### config.mk
export PLATFORM = sky130hd
export DESIGN_NAME = hazard_ctrl
export DESIGN_NICKNAME = d
export VERILOG_FILES = /design/src/rtl/hazard_ctrl_pkg.sv /design/src/rtl/hazard_ctrl_sat_counter.sv /design/src/rtl/hazard_ctrl.sv
export SDC_FILE = /design/constraint.sdc
export NUM_CORES = 1
export LEC_CHECK = 0
export BUFFER_PORTS_ARGS = -buffer_cell sky130_fd_sc_hd__clkbuf_2
export CAP_MARGIN = 15
export CELL_PAD_IN_SITES_DETAIL_PLACEMENT = 0
export CELL_PAD_IN_SITES_GLOBAL_PLACEMENT = 1
export CORE_ASPECT_RATIO = 0.7
export CORE_UTILIZATION = 35
export DETAILED_ROUTE_END_ITERATION = 8
export GPL_TIMING_DRIVEN = 0
export PLACE_DENSITY_LB_ADDON = 0.25
export SLEW_MARGIN = 10
export SYNTH_ARGS = -nofsm -noshare
export SYNTH_HDL_FRONTEND = slang
export SYNTH_SLANG_ARGS = --single-unit
export TNS_END_PERCENT = 10
### constraint.sdc
create_clock -name clk -period 2.6 [get_ports clk]
set_input_delay 0.52 -clock clk [delete_from_list [all_inputs] [get_ports clk]]
set_output_delay 0.52 -clock clk [all_outputs]
set_load 0.05 [all_outputs]
### src/rtl/hazard_ctrl_pkg.sv
// Shared types and constants for the pipeline hazard controller: shadow
// scoreboard entry layout, register index width and the x0 index.
package hazard_ctrl_pkg;

    localparam int REG_IDX_W = 5;
    localparam logic [REG_IDX_W-1:0] X0_IDX = '0;

    typedef struct packed {
        logic                 valid;
        logic [REG_IDX_W-1:0] rd;
    } sb_entry_t;

    localparam sb_entry_t SB_EMPTY = '{valid: 1'b0, rd: X0_IDX};

    // An entry only blocks a reader if it really writes a register other than x0.
    function automatic logic sbMatch(
        input sb_entry_t            e,
        input logic [REG_IDX_W-1:0] rs1,
        input logic                 rs1Used,
        input logic [REG_IDX_W-1:0] rs2,
        input logic                 rs2Used
    );
        return e.valid && (e.rd != X0_IDX) &&
               ((rs1Used && (rs1 == e.rd)) || (rs2Used && (rs2 == e.rd)));
    endfunction

endpackage

### src/rtl/hazard_ctrl_sat_counter.sv
// Event counter that sticks at all-ones instead of wrapping; async active-low reset.
module sat_counter #(
    parameter int CNT_W = 16
) (
    input  logic             clk,
    input  logic             reset,
    input  logic             inc_i,
    output logic [CNT_W-1:0] count_o
);

    logic [CNT_W-1:0] count_q;

    always_ff @(posedge clk or negedge reset) begin
        if (!reset) begin
            count_q <= '0;
        end else if (inc_i && !(&count_q)) begin
            count_q <= count_q + CNT_W'(1);
        end
    end

    assign count_o = count_q;

endmodule

### src/rtl/hazard_ctrl.sv
// RAW hazard / flush controller for a 5-stage pipeline without forwarding.
// Tracks in-flight destinations in a shadow pipeline and counts stall/flush cycles.
module hazard_ctrl
    import hazard_ctrl_pkg::*;
#(
    parameter bit WRITE_THROUGH = 1'b1,
    parameter int CNT_W         = 16
) (
    input  logic                 clk,
    input  logic                 reset,
    input  logic                 id_have_inst,
    input  logic [REG_IDX_W-1:0] id_rs1,
    input  logic [REG_IDX_W-1:0] id_rs2,
    input  logic                 id_rs1_used,
    input  logic                 id_rs2_used,
    input  logic [REG_IDX_W-1:0] id_rd,
    input  logic                 id_rf_WE,
    input  logic                 ex_branch_taken,
    input  logic                 ex_j_type,
    output logic                 stop,
    output logic                 jump,
    output logic                 pc_hold,
    output logic                 ifid_hold,
    output logic [CNT_W-1:0]     stall_cnt,
    output logic [CNT_W-1:0]     flush_cnt
);

    sb_entry_t sbEx_q, sbMem_q, sbWb_q;
    sb_entry_t sbEx_d;
    logic      hazard;

    // A producer in WB only matters when the register file cannot bypass its own write.
    always_comb begin
        hazard = 1'b0;
        if (id_have_inst) begin
            hazard = sbMatch(sbEx_q,  id_rs1, id_rs1_used, id_rs2, id_rs2_used) ||
                     sbMatch(sbMem_q, id_rs1, id_rs1_used, id_rs2, id_rs2_used) ||
                     (!WRITE_THROUGH &&
                      sbMatch(sbWb_q, id_rs1, id_rs1_used, id_rs2, id_rs2_used));
        end
    end

    assign jump      = ex_branch_taken | ex_j_type;
    assign stop      = hazard & ~jump;
    assign pc_hold   = stop;
    assign ifid_hold = stop;

    always_comb begin
        sbEx_d = SB_EMPTY;
        if (!(jump || stop)) begin
            sbEx_d.valid = id_have_inst & id_rf_WE & (id_rd != X0_IDX);
            sbEx_d.rd    = id_rd;
        end
    end

    // EX onward is never flushed, so older entries always advance.
    always_ff @(posedge clk or negedge reset) begin
        if (!reset) begin
            sbEx_q  <= SB_EMPTY;
            sbMem_q <= SB_EMPTY;
            sbWb_q  <= SB_EMPTY;
        end else begin
            sbEx_q  <= sbEx_d;
            sbMem_q <= sbEx_q;
            sbWb_q  <= sbMem_q;
        end
    end

    sat_counter #(.CNT_W(CNT_W)) u_stall_cnt (
        .clk     (clk),
        .reset   (reset),
        .inc_i   (stop),
        .count_o (stall_cnt)
    );

    sat_counter #(.CNT_W(CNT_W)) u_flush_cnt (
        .clk     (clk),
        .reset   (reset),
        .inc_i   (jump),
        .count_o (flush_cnt)
    );

endmodule

---- Yosys cells after proc, flatten, opt, wreduce, memory -nomap -nowiden ----
Cells that the tools add are included.
storage, ports and cells
  register bits after elaboration ......... 44
  bits of input ports ..................... 23
cells by class
  add/sub/neg operators ................... 2
  equality and inequality tests ........... 4
  mux-type cells .......................... 2
  bitwise operators ....................... 5
  reduce and logical (&&, ||, !) cells .... 21
operators with widths
  operator                                                          count
  16-bit by 1-bit adder with 16-bit output (second input constant)  2
  16-bit AND reduction                                              2
  5-bit == test                                                     4
  5-bit nonzero test                                                3
  1-bit logical AND                                                 10
  6-bit two-way mux                                                 1
  1-bit logical OR                                                  4
  1-bit bitwise AND                                                 3
  1-bit logical NOT                                                 2
  1-bit two-way mux                                                 1
  1-bit inverter                                                    1
  1-bit OR                                                          1

---- Longest topological paths before layout ----
Gate-level depths: netlist of run 1.
  depth in word-level cells ............... 9
  mapped depth ............................ 7
  gate-level depth less buffers ........... 7

---- Cells and area by module ----
From an unflattened synthesis of run 1, not the netlist that was laid out.
second synthesis, totals
  cell total of the unflattened synthesis .. 216
  area, all modules ....................... 2374.8 sq um
modules (own cells, without submodules)
  module       instances  cells an instance  area each (sq um)  seq. area each (sq um)
  sat_counter  2          75                 840.8              400.4
  hazard_ctrl  1          66                 693.2              300.3

---- Worst setup path after synthesis of run 1 ----
No wires, ideal clock.
  path type ............................... input -> output
  from .................................... input id_rs2[4]
  to ...................................... output pc_hold
  data arrival time ....................... 1973 ps
  slack ................................... 107 ps
  cell stages on the path ................. 6
  path buffers ............................ 2
  path through ............................ xor2_1 > nor4_1 > a32oi_1 > o32ai_4 > buf_4 > buf_4
on the way
  cells in the longest elaborated chain, start to end .. 7
RTL lines
  item                   RTL line               source
  start: declaration     hazard_ctrl.sv:13      input logic [REG_IDX_W-1:0] id_rs2,
  5-bit == test          hazard_ctrl_pkg.sv:24  ((rs1Used && (rs1 == e.rd)) || (rs2Used && (rs2 == e.rd)));
  1-bit logical AND      hazard_ctrl_pkg.sv:24
  1-bit logical OR       hazard_ctrl_pkg.sv:24
  1-bit logical AND      hazard_ctrl_pkg.sv:23  return e.valid && (e.rd != X0_IDX) &&
  1-bit logical OR (*)   hazard_ctrl.sv:36      hazard = sbMatch(sbEx_q, id_rs1, id_rs1_used, id_rs2, id_rs2_used) ||
  1-bit two-way mux (*)  hazard_ctrl.sv:35      if (id_have_inst) begin
  1-bit bitwise AND (*)  hazard_ctrl.sv:44      assign stop = hazard & ~jump;
  end: declaration       hazard_ctrl.sv:22      output logic pc_hold,
Every way passes the cells marked *; elsewhere a longest branch is shown, timed or not.

---- Worst setup path in the final report of run 1 ----
  from .................................... register sbEx_q[1] in the netlist's numbering
  to ...................................... output pc_hold
on the way
  cells in the longest elaborated chain, start to end .. 7
RTL lines
  item                      RTL line               source
  start: declaration        hazard_ctrl.sv:28      sb_entry_t sbEx_q, sbMem_q, sbWb_q;
  start signal: assignment  hazard_ctrl.sv:59      sbEx_q <= SB_EMPTY;
  start signal: assignment  hazard_ctrl.sv:63      sbEx_q <= sbEx_d;
  5-bit == test             hazard_ctrl_pkg.sv:24
  1-bit logical AND         hazard_ctrl_pkg.sv:24
  1-bit logical OR          hazard_ctrl_pkg.sv:24
  1-bit logical AND (*)     hazard_ctrl_pkg.sv:23
  1-bit logical OR (*)      hazard_ctrl.sv:36
  1-bit two-way mux (*)     hazard_ctrl.sv:35
  1-bit bitwise AND (*)     hazard_ctrl.sv:44
Marks and branches as above.

==> results of run 1 <==
==> worst max-delay path: cells and delay by family (launching register included) <==
family	cells	cell delay [ns]
AO/OA/AOI/OAI	2	0.31
XOR/XNOR	1	0.16
buffers and inverters	4	0.57
flip-flops	1	0.44
AND/OR/NAND/NOR	1	0.32
==> state kept, by name (all words and copies together), names as in the netlist <==
register             flops
sbEx_q                   6
sbMem_q                  6
u_flush_cnt.count_o     16
u_stall_cnt.count_o     16
==> cells by family after synthesis <==
logic type / count (synthesis)
xor+xnor: 48
flops: 44
buf+inv: 7
simple gates: 75
fa+ha+maj: 2
compound gates: 12
mux: 2
==> power by group through the flow <==
stage	registers [mW]	logic [mW]	clock network [mW]
after floorplan	1.01	0.122	0
after global placement	0.836	0.420	0
after detailed placement	0.834	0.423	0
after CTS	0.821	0.431	0.447
after global routing	0.833	0.468	0.476
final	0.820	0.435	0.431
==> per-stage QoR <==
| stage | TNS (ns) | instance area, um2 |
|---|---|---|
| 2_1_floorplan | 0 | 2170 |
| 3_3_place_gp | -0.904 | 2550 |
| 3_5_place_dp | -0.872 | 2550 |
| 4_1_cts | -0.0369 | 2760 |
| 5_1_grt | -0.354 | 2800 |
| 6_report | -0.0271 | 2800 |
==> area by class of cell <==
cell class                      instances  area share [%]
Timing Repair Buffer                   66            14.0
Clock buffer                            6            2.95
Tap cell                               75            3.35
Clock inverter                          2           0.357
Sequential cell                        44            39.3
Buffer                                  3           0.937
Multi-Input combinational cell        139            38.6
Inverter                                4           0.536
==> worst max path at each step <==
stage              start  slack, ns  cells after the start       to
3_3_place_gp   id_rs2[4]      -0.33                      8     stop
4_1_cts        sbEx_q[1]      -0.02                      7     stop
6_report       sbEx_q[1]      -0.02                      8  pc_hold
2_1_floorplan  id_rs2[4]       0.11                      6  pc_hold
3_5_place_dp   id_rs2[4]      -0.32                      8  pc_hold
5_1_grt        sbEx_q[1]      -0.13                      8  pc_hold
==> layout by cell type, fill, tap and decap left out, types with 3 or more instances in the layout <==
master,count
dfrtp_1,44
buf_4,10
nor4_2,4
clkbuf_2,54
and2_1,8
nand2_1,9
nand3_1,8
nand4_1,9
nor3_1,3
clkbuf_8,6
xnor2_1,25
or3b_1,4
and4_1,4
inv_1,4
xor2_1,23
and3_1,8
nor2_1,7
nand3b_1,4
==> per-layer routing <==
layer | global-route usage [%] | wire length, um | vias up
met5 | 0 | 0 | -
met4 | 5.04 | 51 | 0
met3 | 3.67 | 204 | 6
met2 | 22.6 | 2090 | 38
met1 | 23.7 | 2440 | 791
li1 | - | - | 821
==> timing repair <==
item	4_1_cts	5_1_grt
pin swaps	3	1
resized for setup	11	7
endpoints found under the setup margin	3	3
gates cloned	0	0
setup buffers	8	0
==> flow_metrics.py, run 1 <==
metrics = {
    "worst_setup_path": {
        "worst_path_most_repeated_cell": "buf_4",
        "path_max_fanout": 4,
        "crit_slowest_cell": "dfrtp_1",
        "cp_cell_sequence": "buf_4 > xor2_1 > nor4_2 > a32oi_2 > o32ai_4 > buf_6 > buf_4 > clkbuf_16",
        "r2r_end": "u_stall_cnt.count_o[3]",
        "max_stage_delay_ns": 0.44,
        "end_kind": "primary output",
        "cp.arrival_ns": 2.10,
        "crit_required_ns": 2.08,
        "ff2ff_path_depth": 8,
        "r2r_slack_ns": 0.41,
        "reg2reg_from": "sbEx_q[1]",
        "cp-start-kind": "register",
        "crit_type": "reg -> out",
    },
    "cells_and_area": {
        "register_area_um2": 1100,
        "fillCellCount": 563,
        "antenna_cells": 0,
        "fin_nets": 288,
        "multi_input_area_um2": 1080,
        "area_growth_pct": 29.4,
        "drive_above_1_share_pct": 34.5,
        "fin_util_pct": 48.0,
        "fin_cells": 339,
    },
    "placement": {
        "dpl_worst_slack_ns": -0.320,
        "dp_cells": 323,
        "portBuffers": 58,
        "routabilityCongestion": 0.742,
        "dpl.hpwl_um": 3400,
    },
    "power_and_ir_drop": {
        "power.total_mw": 1.69,
        "power_frac_seq_pct": 48.7,
        "clkPwrFrac_pct": 25.5,
        "p_int_mw": 1.09,
        "switching_power_mw": 0.596,
        "netSwitchingFraction_pct": 35.3,
        "p_leak_nw": 1.36,
        "combPwrFrac_pct": 25.8,
        "p_per_area_nw_per_um2": 602,
        "ir_drop_uv": 628,
    },
    "drt": {
        "drc": 0,
        "viasPerCell": 4.88,
        "wl_um": 4790,
        "vias": 1656,
        "first_pass_iters": 4,
        "drtAntennaViolNets": 0,
        "post_drt_wl_per_cell_um": 14.1,
        "drt_iter0_markers": 114,
    },
    "global_routing": {
        "grt_pass1_wl_um": 7720,
        "first_global_vias": 1610,
        "antenna_found_initial": 0,
        "grt_max_degree": 45,
        "overflow": 0,
        "track_usage_pct": 15.9,
    },
    "synthesis": {
        "ys.warnings.count": 0,
        "synth.avg_cell_area_um2": 11.4,
        "synth_fa_ha_area_share_pct": 1.16,
        "async_flop_share_pct": 100,
        "synth_area_leaders": "dfrtp_1 51%, xnor2_1 10%, xor2_1 9.3%",
        "synth-compound-area-share_pct": 4.79,
        "synth_top_family_by_area": "simple AND/OR/NAND/NOR gates",
        "syn_inst": 190,
        "synth_most_common_cell": "dfrtp_1",
        "synthDistinctLibCells": 32,
        "syn_nets": 215,
        "netlist_area_um2": 2170,
        "synth-xor-area-share_pct": 19.4,
        "yosys.area_share.simple_pct": 21.0,
        "yosys_most_used_dff": "dfrtp_1",
        "synth-seq-area-share_pct": 50.8,
        "synthMuxAreaShare_pct": 1.04,
        "synth_top_area_share_pct": 50.8,
        "synth_edf_count": 0,
        "synth_common_cells": "44 x dfrtp_1, 25 x xnor2_1, 23 x xor2_1, 9 x nand2_1, 9 x nand4_1",
        "synth_top_cell_by_area": "dfrtp_1",
        "synth-seq-cells": 44,
    },
    "sta": {
        "setup_ws_ns": -0.0179,
        "timing.final.crit_share_pct": 101,
        "report.final.setup_viol": 2,
        "max_freq_mhz": 382,
        "finClkSkew_ns": 0.00869,
        "rsz0062_at_grt": "true",
        "min_period_ns": 2.62,
        "hold_viol": 0,
        "worst_pin_slew_ns": 0.958,
        "slew_violations": 0,
        "slew_headroom_pct": 36.1,
        "finalHoldWorstSlack_ns": 0.366,
    },
    "clock_tree": {
        "ctsHoldBuffers": 0,
        "cts-root-buf": "clkbuf_8",
        "clk_latency_ns": 0.29,
        "path_clk_slew_ns": 0.08,
        "cts_tree": "done",
        "cts_buffers": 5,
        "clkSinkCount": 44,
        "h-tree-depth": 2,
        "clk_path_buf_depth": 2,
    },
    "worst_hold_path": {
        "worstHoldPathType": "in -> async",
    },
    "die": {
        "io_pins": 59,
        "core_um2": 5840,
        "die_area_um2": 6510,
        "die_x_um": 96.0,
        "start_util_pct": 37.1,
        "rows": 23,
        "floorplan.die.height_um": 67.8,
    },
    "run_status": {
        "status": "finished, violations left",
        "violations": "setup timing",
    },
    "flow_run": {
        "max_cap_viol_count": 0,
    },
}
(Power assumes the default switching activity.)
==> inputs of run 2 (changes only) <==
SETUP_SLACK_MARGIN = 0.15   (was unset)
SLEW_MARGIN = 0   (was 10)
==> flow_metrics.py, run 2 (synthesis gave the netlist of run 1 again) <==
metrics = {
    "run_status": {
        "status": "complete, no violations",
    },
    "global_routing": {
        "grt_max_degree": 45,
        "track_usage_pct": 15.9,
        "antenna_found_initial": 0,
        "grt_pass1_wl_um": 7600,
        "overflow": 0,
        "first_global_vias": 1554,
    },
    "die": {
        "core_um2": 5840,
        "die_area_um2": 6510,
        "rows": 23,
        "start_util_pct": 37.1,
        "die_x_um": 96.0,
        "io_pins": 59,
        "floorplan.die.height_um": 67.8,
    },
    "cells_and_area": {
        "fin_nets": 289,
        "area_growth_pct": 31.6,
        "fillCellCount": 560,
        "fin_util_pct": 48.8,
        "drive_above_1_share_pct": 35.1,
        "final_common_cell": "clkbuf_2",
        "antenna_cells": 0,
        "final_cell_mix": "55 x clkbuf_2, 43 x dfrtp_1, 25 x xnor2_1",
    },
    "worst_setup_path": {
        "crit_required_ns": 2.08,
        "critPathBufInv": 3,
        "path_max_fanout": 5,
        "cp.arrival_ns": 2.07,
        "crit_slowest_cell": "or4_4",
        "crit_type": "reg -> out",
        "cp_cell_sequence": "or4_4 > o21ai_4 > or2_4 > o32ai_4 > buf_6 > buf_4 > clkbuf_16",
        "max_stage_delay_ns": 0.53,
        "end_kind": "primary output",
        "cp-start-kind": "register",
        "cp_top_family": "simple AND/OR/NAND/NOR gates",
    },
    "drt": {
        "vias": 1651,
        "post_drt_wl_per_cell_um": 13.9,
        "viasPerCell": 4.86,
        "drtAntennaViolNets": 0,
        "drc": 0,
        "first_pass_iters": 4,
        "wl_um": 4740,
        "drt_iter0_markers": 61,
    },
    "placement": {
        "portBuffers": 58,
        "dpl_worst_slack_ns": -0.267,
        "routabilityCongestion": 0.723,
        "dpl.hpwl_um": 3460,
    },
    "clock_tree": {
        "cts_buffers": 5,
        "ctsHoldBuffers": 0,
        "cts_tree": "done",
        "clk_latency_ns": 0.29,
        "h-tree-depth": 2,
        "clkSinkCount": 44,
        "path_clk_slew_ns": 0.08,
        "cts-root-buf": "clkbuf_8",
        "clk_path_buf_depth": 2,
    },
    "sta": {
        "rsz0062_at_grt": "true",
        "min_period_ns": 2.59,
        "finClkSkew_ns": 0.00370,
        "slew_violations": 0,
        "hold_viol": 0,
        "setup_ws_ns": 0.00662,
        "slew_headroom_pct": 66.5,
        "worst_pin_slew_ns": 0.500,
        "max_freq_mhz": 386,
        "report.final.setup_viol": 0,
        "timing.final.crit_share_pct": 99.7,
    },
    "power_and_ir_drop": {
        "p_leak_nw": 1.37,
        "power.total_mw": 1.78,
        "p_per_area_nw_per_um2": 623,
        "ir_drop_uv": 586,
    },
    "worst_hold_path": {
        "worstHoldPathType": "in -> async",
    },
    "flow_run": {
        "max_cap_viol_count": 0,
    },
}
[run 2: changes by cell type in the layout (fill, tap and decap cells not counted), sizes merged]
cell / delta
bufinv: +1
clkinv: -1
clkinvlp: +1
[run 2: cell type report]
class	count	area, um2	area share (%)
clock buffer	5	68.8	2.41
timing repair buffer	67	413	14.5
clock inverter	3	42.5	1.49
inverter	4	15.0	0.527
multi-input combinational	139	1090	38.2
tap	75	93.8	3.29
buffer	3	26.3	0.922
sequential	44	1100	38.7
[run 2: what timing repair did]
item,CTS,global route
endpoints found under the setup margin,3,3
hold endpoints to repair,0,0
gates resized for setup,12,7
setup buffers,8,0
pin swaps,6,3
[run 2: per-layer routing]
layer | global-route usage (%) | share of wire [%] | vias to the layer above
li1 | - | - | 824
met1 | 23.8 | 51 | 784
met2 | 21.4 | 43 | 39
met3 | 5.56 | 5.3 | 4
met4 | 4.66 | 0.89 | 0
met5 | 0 | 0 | -
[run 2: per-stage QoR]
step | cells | TNS [ns] | instance area, um2 | hold slack (ns)
after CTS | 339 | -0.128 | 2780 | 0.412
final | 340 | 0 | 2850 | 0.0655
after detailed placement | 323 | -0.710 | 2550 | 0.366
after global placement | 323 | -0.769 | 2550 | 0.355
after global routing | 340 | -0.363 | 2850 | 0.0495
after floorplan | 190 | 0 | 2170 | 0.224
[run 2: path summary, 6_finish.rpt]
path | from | end | slack (ns) | depth (start not counted)
setup / recovery | sbEx_q[1] | pc_hold | 0.007 | 7
hold / removal | reset | u_stall_cnt.count_o[15] | 0.07 | 1
setup reg to reg | sbMem_q[1] | u_stall_cnt.count_o[3] | 0.44 | 7
hold reg to reg | sbEx_q[5] | sbMem_q[5] | 0.45 | 0
max in group asynchronous | reset | sbEx_q[1] | 2.07 | 2
min in group clk | id_rd[1] | sbEx_q[1] | 0.44 | 2
[run 2: power breakdown]
part / leakage, nW / internal [mW] / switching, mW
clock: 0.0541 / 0.284 / 0.231
sequential: 0.589 / 0.747 / 0.0739
combinational: 0.723 / 0.136 / 0.305
total: 1.37 / 1.17 / 0.609
==> inputs of run 3 (changes only) <==
CORE_UTILIZATION = 40   (was 35)
==> flow_metrics.py, run 3 (synthesis gave the netlist of run 1 again) <==
metrics = {
    "power_and_ir_drop": {
        "switching_power_mw": 0.611,
        "power_frac_seq_pct": 47.8,
        "p_per_area_nw_per_um2": 601,
        "netSwitchingFraction_pct": 35.7,
        "p_int_mw": 1.10,
        "combPwrFrac_pct": 25.8,
        "ir_drop_uv": 599,
        "p_leak_nw": 1.37,
        "clkPwrFrac_pct": 26.4,
        "power.total_mw": 1.71,
    },
    "cells_and_area": {
        "drive_above_1_share_pct": 35.1,
        "antenna_cells": 0,
        "final_common_cell": "clkbuf_2",
        "final_cell_mix": "55 x clkbuf_2, 44 x dfrtp_1, 25 x xnor2_1",
        "fillCellCount": 484,
        "area_growth_pct": 31.4,
        "fin_nets": 292,
    },
    "die": {
        "rows": 22,
        "io_pins": 59,
        "floorplan.die.height_um": 63.6,
        "die_x_um": 90.0,
        "start_util_pct": 41.4,
        "die_area_um2": 5720,
        "core_um2": 5230,
    },
    "drt": {
        "viasPerCell": 4.81,
        "vias": 1635,
        "wl_um": 4720,
        "first_pass_iters": 7,
        "post_drt_wl_per_cell_um": 13.9,
        "drc": 1,
        "drtAntennaViolNets": 0,
        "drt_iter0_markers": 53,
    },
    "sta": {
        "slew_violations": 0,
        "slew_headroom_pct": 67.0,
        "timing.final.crit_share_pct": 100,
        "report.final.setup_viol": 0,
        "max_freq_mhz": 385,
        "worst_pin_slew_ns": 0.494,
        "hold_viol": 0,
        "finalHoldWorstSlack_ns": 0.157,
        "rsz0062_at_grt": "true",
        "setup_ws_ns": 0.00103,
        "finClkSkew_ns": 0.00764,
        "min_period_ns": 2.60,
    },
    "placement": {
        "routabilityCongestion": 0.763,
        "portBuffers": 58,
        "dpl.hpwl_um": 3380,
        "dpl_worst_slack_ns": -0.291,
    },
    "global_routing": {
        "first_global_vias": 1564,
        "grt_pass1_wl_um": 7800,
        "antenna_found_initial": 0,
        "grt_max_degree": 45,
        "track_usage_pct": 17.6,
        "overflow": 0,
    },
    "clock_tree": {
        "h-tree-depth": 2,
        "clkSinkCount": 44,
        "path_clk_slew_ns": 0.09,
        "cts_buffers": 5,
        "clk_path_buf_depth": 2,
        "cts-root-buf": "clkbuf_8",
        "clk_latency_ns": 0.30,
        "cts_tree": "done",
        "ctsHoldBuffers": 0,
    },
    "worst_setup_path": {
        "crit_type": "reg -> out",
        "crit_required_ns": 2.08,
        "cp.arrival_ns": 2.08,
        "cp-start-kind": "register",
        "end_kind": "primary output",
        "path_max_fanout": 5,
    },
    "worst_hold_path": {
        "worstHoldPathType": "in -> async",
    },
    "run_status": {
        "violations": "DRC",
        "status": "finished, violations left",
    },
    "flow_run": {
        "max_cap_viol_count": 0,
    },
}
run 3: final timing paths:
path	from	to	slack, ns	depth (start not counted)
worst max-delay path	sbEx_q[1]	pc_hold	0.001	8
worst min-delay path	reset	u_stall_cnt.count_o[12]	0.16	1
worst max register to register	sbEx_q[1]	u_stall_cnt.count_o[3]	0.43	8
worst min register to register	sbEx_q[5]	sbMem_q[5]	0.41	0
max in group asynchronous	reset	u_flush_cnt.count_o[6]	1.93	2
min in group clk	sbEx_q[5]	sbMem_q[5]	0.41	0
run 3: final cells by class:
cell class	count	area, um2	share of cell area (%)
tap	72	90.1	3.17
inverter	4	15.0	0.528
multi-input combinational	139	1070	37.7
clock buffer	6	82.6	2.90
sequential	44	1100	38.7
buffer	3	33.8	1.19
timing repair buffer	70	435	15.3
clock inverter	2	15.0	0.528
run 3: critical path, cell delays in order, from the launching register on:
cell	delay [ns]
dfrtp_1	0.42
buf_4	0.15
xor2_1	0.15
nor4_1	0.36
a32oi_2	0.14
o32ai_4	0.14
buf_6	0.17
buf_6	0.10
clkbuf_16	0.15
run 3: repair_timing:
| item | 4_1_cts | 5_1_grt |
|---|---|---|
| setup buffers | 9 | 2 |
| endpoints found under the setup margin | 3 | 3 |
| hold endpoints to repair | 0 | 0 |
| resized for setup | 16 | 2 |
| pin swaps | 7 | 2 |
run 3: power by group through the flow:
stage	clock, mW	sequential (mW)	combinational, mW
global route	0.500	0.832	0.471
finish	0.452	0.818	0.441
CTS	0.470	0.821	0.438
detailed placement	0	0.834	0.425
global placement	0	0.832	0.422
floorplan	0	1.01	0.122
run 3: metrics by stage:
stage | TNS (ns) | utilization, % | cells | cell area (um2)
after global routing | -0.207 | 54.4 | 340 | 2850
final | 0 | 54.4 | 340 | 2850
after CTS | 0 | 53.5 | 337 | 2800
after global placement | -0.784 | 48.8 | 320 | 2550
after floorplan | 0 | - | 190 | 2170
after detailed placement | -0.785 | 48.8 | 320 | 2550
run 3: routing by layer:
metal  vias to the layer above  global-route usage, %  part of all wire, %
met5                         -                      0                    0
met1                       773                   26.4                   52
li1                        825                      -                    -
met2                        32                   24.9                   43
met4                         0                   5.44                 0.93
met3                         5                   3.99                  3.5
